$ cat src/rtl/sdlc_pkg.sv
// sdlc_pkg: shared definitions for the SDLC/HDLC receive deframer.
//   - state_t     : framing state (HUNT, SYNC, DATA)
//   - *_ONES      : ones-run lengths that mark stuffing, flag and abort
//   - CRC_*       : CRC-16/CCITT (reflected) constants for the FCS check
package sdlc_pkg;

  typedef enum logic [1:0] {
    HUNT = 2'd0,  // waiting for a flag, data ignored
    SYNC = 2'd1,  // just saw a flag, frame not yet started
    DATA = 2'd2   // inside a frame
  } state_t;

  localparam logic [2:0] STUFF_ONES = 3'd5;
  localparam logic [2:0] FLAG_ONES  = 3'd6;
  localparam logic [2:0] ABORT_ONES = 3'd7;

  localparam logic [15:0] CRC_INIT = 16'hFFFF;
  localparam logic [15:0] CRC_POLY = 16'h8408;
  localparam logic [15:0] CRC_GOOD = 16'hF0B8;

endpackage

$ cat src/rtl/sdlc_crc16_byte.sv
// sdlc_crc16_byte: one-byte update of the reflected CRC-16/CCITT register.
// Ports:
//   crc_in  [15:0] : current CRC register
//   data    [7:0]  : octet to fold in (bit 0 first on the line)
//   crc_out [15:0] : CRC register after the octet
module sdlc_crc16_byte
  import sdlc_pkg::*;
(
  input  logic [15:0] crc_in,
  input  logic [7:0]  data,
  output logic [15:0] crc_out
);

  logic [15:0] c;

  // NOTE: every variable gets a value before any branch so no latch is inferred.
  always_comb begin
    c = crc_in ^ {8'h00, data};
    for (int i = 0; i < 8; i++) begin
      c = c[0] ? ((c >> 1) ^ CRC_POLY) : (c >> 1);
    end
    crc_out = c;
  end

endmodule

$ cat src/rtl/sdlc_deframer.sv
// sdlc_deframer: bit-level SDLC/HDLC receive deframer.
// Optional NRZI decode, flag detection, zero-bit destuffing, abort detection,
// LSB-first octet assembly and CRC-16/CCITT FCS check.
// Ports:
//   clk, reset      : clock and asynchronous active-high reset
//   rx_data, rx_rdy : serial line bit and its one-clk sample strobe
//   rx_byte         : last assembled octet (held)
//   rx_byte_valid   : one-clk pulse per octet, FCS octets included
//   rx_sof          : pulse with the first octet of a frame
//   rx_eof          : pulse at the closing flag of a non-empty frame
//   rx_fcs_ok       : with rx_eof, CRC residue good and no framing error (held)
//   rx_err          : with rx_eof, misaligned or too-short frame (held)
//   rx_abort        : pulse on seven ones inside a frame
//   rx_active       : high while inside a frame
module sdlc_deframer
  import sdlc_pkg::*;
#(
  parameter bit NRZI      = 1'b0,
  parameter int MIN_BYTES = 3
) (
  input  logic       clk,
  input  logic       reset,
  input  logic       rx_data,
  input  logic       rx_rdy,
  output logic [7:0] rx_byte,
  output logic       rx_byte_valid,
  output logic       rx_sof,
  output logic       rx_eof,
  output logic       rx_fcs_ok,
  output logic       rx_err,
  output logic       rx_abort,
  output logic       rx_active
);

  localparam logic [15:0] MIN_CNT = 16'(MIN_BYTES);

  state_t      state;
  logic [2:0]  ones_cnt;
  logic [2:0]  bit_cnt;
  logic [7:0]  byte_sr;
  logic [15:0] byte_cnt;
  logic [15:0] crc;
  logic        prev_line;

  logic        d;
  logic        is_flag;
  logic        is_abort;
  logic        is_data;
  logic        byte_done;
  logic        frame_err;
  logic [2:0]  ones_next;
  logic [7:0]  byte_next;
  logic [15:0] crc_next;

  // Classify the current bit. A zero after five ones is a stuffed zero and is
  // neither flag nor data; the sixth one is held (not data) until the next bit
  // decides between flag and abort.
  always_comb begin
    d         = NRZI ? (rx_data == prev_line) : rx_data;
    is_flag   = 1'b0;
    is_abort  = 1'b0;
    is_data   = 1'b0;
    ones_next = 3'd0;
    if (!d) begin
      is_flag = (ones_cnt == FLAG_ONES);
      is_data = (ones_cnt != FLAG_ONES) && (ones_cnt != STUFF_ONES);
    end else begin
      ones_next = (ones_cnt == ABORT_ONES) ? ABORT_ONES : ones_cnt + 3'd1;
      is_abort  = (ones_cnt == FLAG_ONES);
      is_data   = (ones_cnt < STUFF_ONES);
    end
    byte_next = {d, byte_sr[7:1]};
    byte_done = is_data && (bit_cnt == 3'd7);
    // An aligned frame ends with the flag's leading 0 plus five 1s shifted in.
    frame_err = (bit_cnt != 3'd6) || (byte_cnt < MIN_CNT);
  end

  sdlc_crc16_byte u_crc (
    .crc_in  (crc),
    .data    (byte_next),
    .crc_out (crc_next)
  );

  // NOTE: sequential state uses non-blocking assignments so every register
  // samples the pre-edge values, independent of statement order.
  always_ff @(posedge clk or posedge reset) begin
    if (reset) begin
      state         <= HUNT;
      ones_cnt      <= ABORT_ONES;
      bit_cnt       <= 3'd0;
      byte_sr       <= 8'h00;
      byte_cnt      <= 16'd0;
      crc           <= CRC_INIT;
      prev_line     <= 1'b1;
      rx_byte       <= 8'h00;
      rx_byte_valid <= 1'b0;
      rx_sof        <= 1'b0;
      rx_eof        <= 1'b0;
      rx_fcs_ok     <= 1'b0;
      rx_err        <= 1'b0;
      rx_abort      <= 1'b0;
      rx_active     <= 1'b0;
    end else begin
      rx_byte_valid <= 1'b0;
      rx_sof        <= 1'b0;
      rx_eof        <= 1'b0;
      rx_abort      <= 1'b0;
      if (rx_rdy) begin
        prev_line <= rx_data;
        ones_cnt  <= ones_next;

        if (state != HUNT && is_data) begin
          byte_sr <= byte_next;
          bit_cnt <= bit_cnt + 3'd1;
          if (byte_done) begin
            rx_byte       <= byte_next;
            rx_byte_valid <= 1'b1;
            rx_sof        <= (byte_cnt == 16'd0);
            crc           <= crc_next;
            if (byte_cnt != 16'hFFFF) byte_cnt <= byte_cnt + 16'd1;
          end
        end

        case (state)
          HUNT: begin
            if (is_flag) begin
              state    <= SYNC;
              bit_cnt  <= 3'd0;
              byte_cnt <= 16'd0;
              crc      <= CRC_INIT;
            end
          end
          SYNC: begin
            if (is_flag) begin
              bit_cnt  <= 3'd0;
              byte_cnt <= 16'd0;
              crc      <= CRC_INIT;
            end else if (is_abort) begin
              state <= HUNT;
            end else if (is_data) begin
              state     <= DATA;
              rx_active <= 1'b1;
            end
          end
          DATA: begin
            if (is_flag) begin
              // An empty flag pair is just a repeated flag.
              if (byte_cnt != 16'd0) begin
                rx_eof    <= 1'b1;
                rx_err    <= frame_err;
                rx_fcs_ok <= !frame_err && (crc == CRC_GOOD);
              end
              state     <= SYNC;
              rx_active <= 1'b0;
              bit_cnt   <= 3'd0;
              byte_cnt  <= 16'd0;
              crc       <= CRC_INIT;
            end else if (is_abort) begin
              rx_abort  <= 1'b1;
              state     <= HUNT;
              rx_active <= 1'b0;
            end
          end
          default: begin
            state     <= HUNT;
            rx_active <= 1'b0;
          end
        endcase
      end
    end
  end

endmodule

$ cat config.mk
export PLATFORM = sky130hd
export DESIGN_NAME = sdlc_deframer
export DESIGN_NICKNAME = d
export VERILOG_FILES = /design/src/rtl/sdlc_pkg.sv /design/src/rtl/sdlc_crc16_byte.sv /design/src/rtl/sdlc_deframer.sv
export SDC_FILE = /design/constraint.sdc
export NUM_CORES = 1
export LEC_CHECK = 0
export ABC_CLOCK_PERIOD_IN_PS = 4800
export BUFFER_PORTS_ARGS = -buffer_cell sky130_fd_sc_hd__buf_4
export CAP_MARGIN = 40
export CORE_UTILIZATION = 45
export DETAILED_ROUTE_END_ITERATION = 12
export PLACE_DENSITY_LB_ADDON = 0.12
export REMOVE_ABC_BUFFERS = 1
export SLEW_MARGIN = 20
export SYNTH_ARGS = -nofsm -noshare
export SYNTH_HDL_FRONTEND = slang
export SYNTH_SLANG_ARGS = --single-unit
$ cat constraint.sdc
create_clock -name clk -period 4.8 [get_ports clk]
set_input_delay 1.2 -clock clk [delete_from_list [all_inputs] [get_ports clk]]
set_output_delay 1.2 -clock clk [all_outputs]
set_load 0.01 [all_outputs]
==> results of run 1 <==
-- cells in the final DEF, fill, tap and decap left out, drive strengths merged, types with 3 or more instances in the layout --
cell type,count
a211oi,6
a21oi,7
a2bb2oi,11
buf,22
clkbuf,12
dfrtp,43
dfstp,19
ha,8
inv,16
mux2,8
mux2i,4
nand2,46
nand3,8
nand4,8
nor2,18
nor3,6
nor4,6
o211ai,3
o21ai,7
o22a,5
o31ai,5
xnor2,23
xor2,6
-- worst paths after layout --
kind,start,end,cells past startpoint
worst max register to register,ones_cnt[1]$_DFFE_PP1P_,byte_cnt[12]$_DFFE_PP0P_,7
worst min-delay path,rx_byte[5]$_DFFE_PP0P_,rx_byte[5]$_DFFE_PP0P_,2
worst min register to register,rx_byte[5]$_DFFE_PP0P_,rx_byte[5]$_DFFE_PP0P_,2
min in group asynchronous,reset,byte_cnt[7]$_DFFE_PP0P_,2
max in group asynchronous,reset,crc[0]$_DFFE_PP1P_,4
worst max-delay path,rx_data,byte_cnt[12]$_DFFE_PP0P_,7
-- cell usage after synthesis (all sizes together) --
cell type | instances | area, um2
buf | 6 | 38.79
a211o | 2 | 17.52
clkbuf | 4 | 15.01
a2bb2oi | 11 | 96.34
nand3 | 8 | 40.04
nor2 | 18 | 70.07
mux2i | 4 | 40.04
o31ai | 5 | 51.30
dfrtp | 43 | 1076
mux2 | 8 | 90.08
nand2b | 2 | 12.51
dfstp | 19 | 499.2
and2 | 2 | 12.51
xnor2 | 23 | 201.4
nor3b | 2 | 26.28
or3 | 1 | 6.260
a21oi | 7 | 35.03
and4 | 1 | 8.760
o41ai | 1 | 8.760
nor4b | 2 | 17.52
inv | 14 | 52.55
xor2 | 6 | 52.55
o211a | 1 | 10.01
or2 | 1 | 6.260
nand4 | 8 | 56.30
o311ai | 1 | 16.27
nor4 | 6 | 50.04
a211oi | 6 | 60.06
ha | 8 | 100.1
nor3 | 6 | 46.30
nand2 | 46 | 175.2
nand4b | 1 | 8.760
or4 | 2 | 15.01
o22a | 5 | 43.79
o21ai | 7 | 35.03
nor2b | 2 | 12.51
o211ai | 3 | 22.52
a311oi | 2 | 17.52
-- flip-flops by register name (all words and copies together) (netlist names), 2 cells and up --
signal    flops
rx_byte       8
byte_cnt     16
bit_cnt       3
state         2
ones_cnt      3
byte_sr       7
crc          16
-- stage by stage --
step | hold WS (ps) | setup WS [ps] | power (mW) | cell area [um2] | utilization, %
after floorplan | 476.8 | 1949 | 1.396 | 3090 | -
after global placement | 464.9 | 1786 | 1.558 | 3341 | 49.44
after detailed placement | 469.8 | 1680 | 1.570 | 3348 | 49.56
after CTS | 484.4 | 2071 | 1.974 | 3506 | 51.89
after global routing | 494.5 | 1885 | 2.094 | 3533 | 52.30
final | 478.7 | 2053 | 1.957 | 3533 | 52.30
-- cell type report --
cell class,count,area (um2)
timing repair buffer,22,185.2
fill,617,3223
inverter,14,52.55
clock inverter,4,22.52
multi-input combinational,208,1463
tap,80,100.1
sequential,62,1575
clock buffer,12,135.1
-- kinds of logic after synthesis --
| group | after synthesis |
|---|---|
| and+or+nand+nor | 108 |
| xor gates and xnor gates | 29 |
| adders and majority gates | 8 |
| DFF | 62 |
| buffers and inverters | 24 |
| muxes | 12 |
| AOI/OAI and AO/OA | 51 |
-- worst max-delay path: stages --
cell and delay, ps:
buf_4 150, nor3b_4 170, o31ai_4 610, inv_2 370
nand3_1 190, nor3_1 60, a211oi_1 230
-- power by group through the flow --
stage,combinational (mW),sequential [mW],clock (mW)
3_3_place_gp,0.682,0.876,0
3_5_place_dp,0.695,0.876,0
4_1_cts,0.706,0.867,0.401
2_1_floorplan,0.557,0.839,0
5_1_grt,0.788,0.889,0.417
6_report,0.701,0.868,0.388
-- layer usage --
| metal | vias to the layer above | global-route usage (%) |
|---|---|---|
| met5 | - | 0 |
| met4 | 0 | 8.333 |
| met3 | 4 | 2.984 |
| met2 | 33 | 29.24 |
| met1 | 1059 | 28.39 |
| li1 | 1084 | - |
==> impl_results.md, run 1 <==
- Outcome: completed
- Flop2flop setup slack: ~2400 ps
- Min-Delay Path Class: register to register
- Initial Util: 46.54%
- Compound-cell area share of the yosys netlist: a little over an eighth
- Clk sinks: between 60 and 70
- YS warnings: 0
- Setup violators final: 0
- Main combinational cell family by area after synthesis: simple AND/OR/NAND/NOR gates
- Detailed-route wire length per cell: 16.35 um
- Port-buffer cells: 18
- Share of cells above drive strength 1: between 20% and 30%
- Hold Fails Final Rpt: 0
- Post-Synthesis Cells: ~300
- Die area: between 7000 and 8000 um2
- Adder-cell area share of the yosys netlist: between 3 and 4%
- Largest net degree at the start of global routing: 39
- Flop pwr share: between 40% and 50%
- Final TNS setup: 0 ps
- Clock Tree Root: clkbuf_8
- Crit start category: primary input
- Max cap viols: 0
- Placed cell count: around 390
- M1 WL: 3.385 mm
- Mean Syn Cell Area: between 10 and 15 um2
- Worst slew margin: a little over half
- Crit Path Class: primary input to register
- Simple-gate share of the synthesized area: between 10% and 20%
- Row cnt: 30
- CTS Buffer Depth: 2
- Fin crit period: 2747 ps
- Initial DRT Pass Iterations: 4
- Switch Pwr: ~690 uW
- Initial detailed-routing violation count: between 100 and 150
- Switching Share: a little over a third
- Clock Latency Late Sink: between 300 and 400 ps
- Pin slew with the least headroom to its limit: between 600 and 700 ps
- Post-DP HPWL: around 4.5 mm
- Power per cell area: between 500 and 600 nW/um2
- Uppermost layer routed: met4
- CTS tree: built
- Clk_skew: about 12 ps
- ANT nets after route: 0
- Antenna cells: 0
- Post-synthesis sequential area ratio: about half
- Inserted Clock Buffers: 9
- Final cell count without fillers: around 400
- Clock transition at path regs: approximately 70 ps
- Distinct cells, synth: between 50 and 60
- Clock power share: a little under 20%
- Leak Pwr: 1.570 nW
- Grt ovf: 0
- Die height: around 86 um
- Number of vias per cell: approximately 5.4
- Die Width: between 80 and 90 um
- Core Footprint: between 6000 and 7000 um2
- Max Freq: about 360 MHz
- Routed wl met3: about 140 um
- Area growth syn-to-layout: 12.38%
- Slew Limit Fails: 0
- Post-cts sizing count: 0
- Worst vdd ir: ~0.00019 V
- GRT Total Usage: 19.58%
- Mux share of post-synthesis cell area: approximately 4.1%
- Area of the mapped netlist: around 3100 um2
- Post-CTS Hold Fix Bufs: 0
- Layout net count: between 300 and 400
- Synth Area in XOR/XNOR: 8.078%
- Gate power share: a little over a third
- First-pass GRT wire length: ~11 mm
- Initial antenna violation count: 0
- Critical Path Fanout Max: 23
- Htree depth: 3
- Critical Path RT: 5040 ps
- Yosys reg bits: between 60 and 70
- Postcts setup bufs: 0
- Post-route DRC: 0
- Worst EP arrival: 2990 ps
- Gpl congestion: a little under 0.8
- Met2 WL: 2.989 mm
- Vias in the first global route: between 2,000 and 2,500
- Routed via count: roughly 2,200
- Worst setup EP type: register
- Io pins: 19
- Unrepaired setup endpoints after global routing: no
- Final worst path period share: a little under three fifths
- Final wirelength: around 6.6 mm
- Pint: about 1.3 mW
(Power assumes the default switching activity.)
==> inputs of run 2 (changes only) <==
--- a/config.mk
+++ b/config.mk
@@ -5,7 +5,8 @@
 export SDC_FILE = /design/constraint.sdc
 export NUM_CORES = 1
 export LEC_CHECK = 0
-export ABC_CLOCK_PERIOD_IN_PS = 4800
+export ABC_AREA = 1
+export ABC_CLOCK_PERIOD_IN_PS = 2300
 export BUFFER_PORTS_ARGS = -buffer_cell sky130_fd_sc_hd__buf_4
 export CAP_MARGIN = 40
 export CORE_UTILIZATION = 45
==> constraint.sdc (replaced) <==
create_clock -name clk -period 2.3 [get_ports clk]
set_input_delay 0.575 -clock clk [delete_from_list [all_inputs] [get_ports clk]]
set_output_delay 0.575 -clock clk [all_outputs]
set_load 0.01 [all_outputs]
==> run 2 against run 1 <==
  * Global-route usage is 1.3 points higher
  * Sequential power grew 130%
  * Register-to-register slack got worse by 2000 ps
  * First-iteration DRC count is 19% higher
  * Flip-flop and latch count unchanged
  * Non-clock buffer count rose by 1
  * Utilization is 1.4 points higher
  * Design area increased by 13%
  * Critical path type is now register to register
  * Largest power group is now combinational cells
==> impl_results.md, run 2 <==
- Initial antenna violation count: 0
- First-pass GRT wire length: 13.54 mm
- Clk_skew: around 7.6 ps
- Most frequent cells in the layout: nand2_1, inv_1, nor2_1
- Top FF cell, synth: dfrtp_1
- CTS Buffer Depth: 2
- Worst vdd ir: 0.0006062 V
- Yosys reg bits: 62
- CTS tree: built
- Met2 WL: 3.569 mm
- Multi-input gate area: around 1600 um2
- Number of vias per cell: 5.017
- Crit start category: register
- Leak Pwr: between 2 and 2.5 nW
- Final wirelength: between 7 and 8 mm
- Post-synth top area share: a little over 30%
- Pin slew with the least headroom to its limit: ~440 ps
- Gpl congestion: approximately 0.80
- Outcome: completed
- Distinct cells, synth: 35
- Detailed-route wire length per cell: approximately 13 um
- Post-cts sizing count: 0
- Antenna cells: 0
- Die area: about 8200 um2
- Port-buffer cells: 18
- Largest net degree at the start of global routing: 63
- Area of the mapped netlist: 3538 um2
- Most common cell after layout, fill and taps aside: nand2_1
- Uppermost layer routed: met4
- Clk sinks: slightly above 60
- Post-route DRC: 0
- Worst setup EP type: register
- Min-Delay Path Class: primary input to asynchronous set/reset pin
- Post-synth EDFFs: 0
- Vias in the first global route: between 2,000 and 3,000
- Routed via count: approximately 3,000
- Routed wl met3: ~250 um
- Biggest regs: byte_cnt x16, crc x16, rx_byte x8
- Worst EP arrival: around 2200 ps
- M1 WL: a little under 4 mm
- Io pins: 19
- Clock Tree Root: clkbuf_8
- Clock Latency Late Sink: approximately 340 ps
- Share of cells above drive strength 1: 16.46%
- YS warnings: 0
- Power per cell area: between 1000 and 1500 nW/um2
- Slowest cell on crit path: dfstp_2
- Critical Path Fanout Max: 20
- Die Width: slightly above 90 um
- Slew Limit Fails: 0
- Unrepaired setup endpoints after global routing: no
- Postcts setup bufs: 0
- Fill cell total of the finished layout: slightly above 700
- Top cell by count, worst path: inv_1
- Placed cell count: between 500 and 600
- Inserted Clock Buffers: 9
- Mean Syn Cell Area: a little under 8 um2
- Die height: between 90 and 100 um
- Max Freq: 524.5 MHz
- Initial Util: between 40% and 50%
- Final cell count without fillers: 585
- Crit Path Class: register to register
- Core Footprint: 7408 um2
- Top post-synthesis cells by count: nand2_1, inv_1, nor2_1
- Grt ovf: 0
- Post-Synthesis Cells: 459
- Hold Fails Final Rpt: 0
- Max cap viols: 0
- Final worst path period share: just over 80%
- Post-CTS Hold Fix Bufs: 0
- Critical Path RT: 2580 ps
- Worst slew margin: 70.58%
- Most frequent cell after synthesis: nand2_1
- Area growth syn-to-layout: 12.38%
- Synth area leader: dfrtp_1
- Reg2reg path depth: 11
- ANT nets after route: 0
- Worst-path cell chain: inv_1 > ha_1 > inv_1 > nand2_1 > nand3_2 > nand3_4 > inv_4 > nand2_4 > nand2_4 > o22ai_1 > inv_1
- Initial detailed-routing violation count: about 170
- Layout net count: 493
- Sequential cell area: approximately 1600 um2
- Largest cells by area after synthesis: dfrtp_1, dfstp_2, nand2_1, inv_1, nor2_1
- Fin crit period: around 1900 ps
- Row cnt: 31
- Clock transition at path regs: around 70 ps
- Post-synth ARST share: 100.0%
- Post-DP HPWL: roughly 5.5 mm
- GRT Total Usage: between 20% and 30%
- Post-synthesis sequential area ratio: 44.52%
- Setup violators final: 0
- Worst path max stage delay: about 560 ps
- Final TNS setup: 0 ps
- Htree depth: 3
- Initial DRT Pass Iterations: 5
[run 2: worst max-delay path: cells and delay by family, from the launching register on]
kind,cells,cell delay [ps]
AND/OR/NAND/NOR,5,650
flip-flops,1,560
buffers and inverters,4,330
adder cells (fa/ha/maj),1,210
AO/OA/AOI/OAI,1,90
[run 2: final timing paths]
kind,from,slack [ps],endpoint
setup / recovery,ones_cnt[0]$_DFFE_PP1P_,390,crc[12]$_DFFE_PP1P_
hold / removal,reset,310,bit_cnt[0]$_DFFE_PP0P_
setup reg to reg,ones_cnt[0]$_DFFE_PP1P_,390,crc[12]$_DFFE_PP1P_
hold reg to reg,rx_byte[0]$_DFFE_PP0P_,480,rx_byte[0]$_DFFE_PP0P_
max in group asynchronous,reset,1670,crc[3]$_DFFE_PP1P_
min in group clk,rx_byte[0]$_DFFE_PP0P_,480,rx_byte[0]$_DFFE_PP0P_
[run 2: stage by stage]
step	power [mW]	setup slack (ps)	area [um2]	hold WS, ps	utilization [%]
CTS	5.278	242.1	3971	310.9	53.61
finish	5.252	393.4	3976	306.7	53.67
global route	5.738	154.9	3976	313.7	53.67
floorplan	3.621	215.0	3453	480.6	-
global placement	4.262	316.5	3775	458.6	50.95
detailed placement	4.294	259.7	3775	459.3	50.95
[run 2: metal layers]
layer	track usage, %	vias to the layer above
li1	-	1499
met1	29.25	1387
met2	32.01	40
met3	4.293	9
met4	7.527	0
met5	0	-
[run 2: where the power goes]
| group | internal, mW | switching (mW) |
|---|---|---|
| Sequential | 1.62 | 0.411 |
| Clock | 0.501 | 0.457 |
| Combinational | 0.862 | 1.40 |
| Total | 2.98 | 2.27 |
[run 2: final cells by class]
cell class | instances | area share [%]
clock buffer | 9 | 3.115
clock inverter | 7 | 1.825
multi-input combinational | 313 | 40.50
timing repair buffer | 23 | 4.972
sequential | 62 | 39.62
tap | 99 | 3.115
inverter | 72 | 6.860
[run 2: cell families (layout without fill, tap and decap cells)]
| group | count (synthesis) | count (layout) | synth area share (%) |
|---|---|---|---|
| simple gates | 232 | 232 | 30.06 |
| buf+inv | 84 | 111 | 10.11 |
| flops | 62 | 62 | 44.52 |
| compound gates | 58 | 58 | 8.770 |
| xor+xnor | 15 | 15 | 3.713 |
| fa+ha+maj | 8 | 8 | 2.829 |
==> inputs of run 3 (changes only) <==
--- a/config.mk
+++ b/config.mk
@@ -6,7 +6,7 @@
 export NUM_CORES = 1
 export LEC_CHECK = 0
 export ABC_AREA = 1
-export ABC_CLOCK_PERIOD_IN_PS = 2300
+export ABC_CLOCK_PERIOD_IN_PS = 1800
 export BUFFER_PORTS_ARGS = -buffer_cell sky130_fd_sc_hd__buf_4
 export CAP_MARGIN = 40
 export CORE_UTILIZATION = 45
==> constraint.sdc (replaced) <==
create_clock -name clk -period 1.8 [get_ports clk]
set_input_delay 0.45 -clock clk [delete_from_list [all_inputs] [get_ports clk]]
set_output_delay 0.45 -clock clk [all_outputs]
set_load 0.01 [all_outputs]
==> run 3 against run 2 <==
  * The run now ends with setup timing left
  * Sequential share of layout area shrank 4.0 points
  * Critical endpoint is now byte_cnt[6]$_DFFE_PP0P_
  * Register-to-register slack lost 460 ps
  * Power grew 40%
  * Largest cell class unchanged
  * Highest routed layer unchanged
  * Combinational power grew 59%
  * First-iteration DRC count shrank 7.5%
  * Worst hold slack lost 200 ps
  * Global-route usage grew 1.0 points
  * Largest power group unchanged
  * Count of clock-buffer cells in the layout grew 1
==> impl_results.md, run 3 (synthesis gave the netlist of run 2 again) <==
- Outcome: complete, but fails checks
- Violations in the final reports: setup timing
- Power per cell area: about 1700 nW/um2
- Placed cell count: 589
- Setup slack after layout: -69.42 ps
- Final wirelength: between 8 and 9 mm
- Io pins: 19
- Worst vdd ir: between 0.0009 and 0.001 V
- Most frequent cells in the layout: nand2_1, inv_1, nor2_1
- Initial DRT Pass Iterations: 5
- First-pass GRT wire length: roughly 14 mm
- Worst EP arrival: approximately 2100 ps
- Gpl congestion: 0.9036
- CTS tree: built
- Clock Tree Root: clkbuf_8
- Initial antenna violation count: 0
- ANT nets after route: 0
- Worst path max stage delay: ~540 ps
- Share of cells above drive strength 1: around a quarter
- Initial Util: between 40% and 50%
- Worst-path cell chain: inv_2 > ha_4 > nor2_2 > nand2_1 > nand3_2 > nand3_4 > nor2_4 > clkbuf_16 > nand3_4 > nor2_1 > nor2_2
- Number of vias per cell: 5.000
- Crit start category: register
- Die Width: just over 90 um
- Worst setup EP type: register
- Htree depth: 3
- Setup violators final: 12
- Initial detailed-routing violation count: approximately 160
- Crit Path Class: register to register
- Max cap viols: 0
- Post-route DRC: 0
- Min-Delay Path Class: primary input to asynchronous set/reset pin
- Clock Latency Late Sink: 350 ps
- Placed instance area: around 4000 um2
- Vias in the first global route: 3,037
- Inserted Clock Buffers: 9
- Critical Path Fanout Max: 5
- Biggest regs: byte_cnt x16, crc x16, rx_byte x8
- Critical Path RT: slightly above 2000 ps
- Worst slew margin: around 70%
- Pin slew with the least headroom to its limit: about 430 ps
- Detailed-route wire length per cell: between 10 and 15 um
- Die height: 90.68 um
- Post-CTS Hold Fix Bufs: 0
- Layout net count: between 500 and 600
- Area growth syn-to-layout: 24.93%
- Largest net degree at the start of global routing: 30
- Row cnt: 31
- Post-DP HPWL: between 6 and 7 mm
- Unrepaired setup endpoints after global routing: yes
- Delay-heaviest family, CP: simple AND/OR/NAND/NOR gates
- Hold Fails Final Rpt: 0
- Die area: between 8000 and 9000 um2
- Antenna cells: 0
- Most common cell after layout, fill and taps aside: nand2_1
- Slowest cell on crit path: dfstp_2
- Fin crit period: about 1900 ps
- Clk sinks: 62
- Routed via count: 3,060
- Max Freq: 534.9 MHz
- Final worst path period share: 103.9%
- Port-buffer cells: 18
- Tot Pwr: 7.367 mW
- Leak Pwr: between 2 and 2.5 nW
- Clock transition at path regs: about 70 ps
- Worst path bufs/invs: 2
- Core Footprint: 7408 um2
- Grt ovf: 0
- Clk_skew: 11.09 ps
- CTS Buffer Depth: 2
- Final cell count without fillers: 612
- Design Area, Final: ~4400 um2
- GRT Total Usage: 21.92%
- Slew Limit Fails: 0
## run 3: changes by cell type in the layout (fill, tap and decap cells not counted), moves of 3 or more
cell | previous run | this run
o22ai_1 | 7 | 3
o21ai_2 | 1 | 4
buf_12 | 2 | 5
o22ai_2 | 0 | 4
nand2_2 | 1 | 8
buf_6 | 0 | 4
buf_4 | 21 | 37
o21ai_1 | 6 | 16
clkbuf_16 | 0 | 3
inv_1 | 67 | 64
nand2_1 | 120 | 113
o21ai_0 | 26 | 13
## run 3: path summary, 6_finish.rpt
kind,startpoint,end,slack (ps),cells past startpoint
hold reg to reg,rx_byte[0]$_DFFE_PP0P_,rx_byte[0]$_DFFE_PP0P_,490,2
hold / removal,reset,rx_active$_DFFE_PP0P_,100,2
min in group clk,rx_data,rx_abort$_DFF_PP0_,410,3
max in group asynchronous,reset,crc[11]$_DFFE_PP1P_,1120,3
setup reg to reg,ones_cnt[1]$_DFFE_PP1P_,byte_cnt[6]$_DFFE_PP0P_,-70,11
setup / recovery,ones_cnt[1]$_DFFE_PP1P_,byte_cnt[6]$_DFFE_PP0P_,-70,11
## run 3: layout make-up
type	count	area (um2)
well taps	99	123.9
clock inverters	6	43.79
clock buffers	10	137.6
fillers	669	2988
flip-flops and latches	62	1575
repair buffers	50	513.0
inverters	72	285.3
multi-input cells	313	1742
## run 3: metal layers
metal | share of wire (%) | track usage, % | wire, um
met5 | 0 | 0 | 0
met1 | 49 | 30.19 | 4223
met4 | 2.2 | 9.543 | 189
met3 | 2.6 | 3.620 | 227
met2 | 46 | 34.03 | 4001
## run 3: timing repair
item                       4_1_cts  5_1_grt
resized for setup                1       54
pin swaps                        0        7
setup endpoints to repair        2       52
cloned                           0        3
setup buffers                    0        4
hold endpoints to repair         0        0
## run 3: metrics by stage
step	setup TNS, ps	utilization, %	hold WS [ps]	setup WS, ps
floorplan	-7867	-	480.6	-160.0
global placement	0	53.32	456.0	56.51
detailed placement	0	53.32	459.6	1.672
CTS	-9.039	55.84	110.3	-7.078
global route	-3261	59.67	131.0	-160.1
finish	-307.8	59.67	104.3	-69.42
## run 3: worst register-to-register path: stages (launching register included)
cell and delay, ps:
dfstp_2 540, inv_2 50, ha_4 150, nor2_2 60
nand2_1 60, nand3_2 90, nand3_4 130, nor2_4 240
clkbuf_16 190, nand3_4 60, nor2_1 140, nor2_2 50
## run 3: report_power, final
| part | switching [mW] | internal, mW | leakage (nW) |
|---|---|---|---|
| Clock | 0.608 | 0.544 | 0.0930 |
| Combinational | 2.07 | 1.54 | 1.40 |
| Sequential | 0.537 | 2.07 | 0.728 |
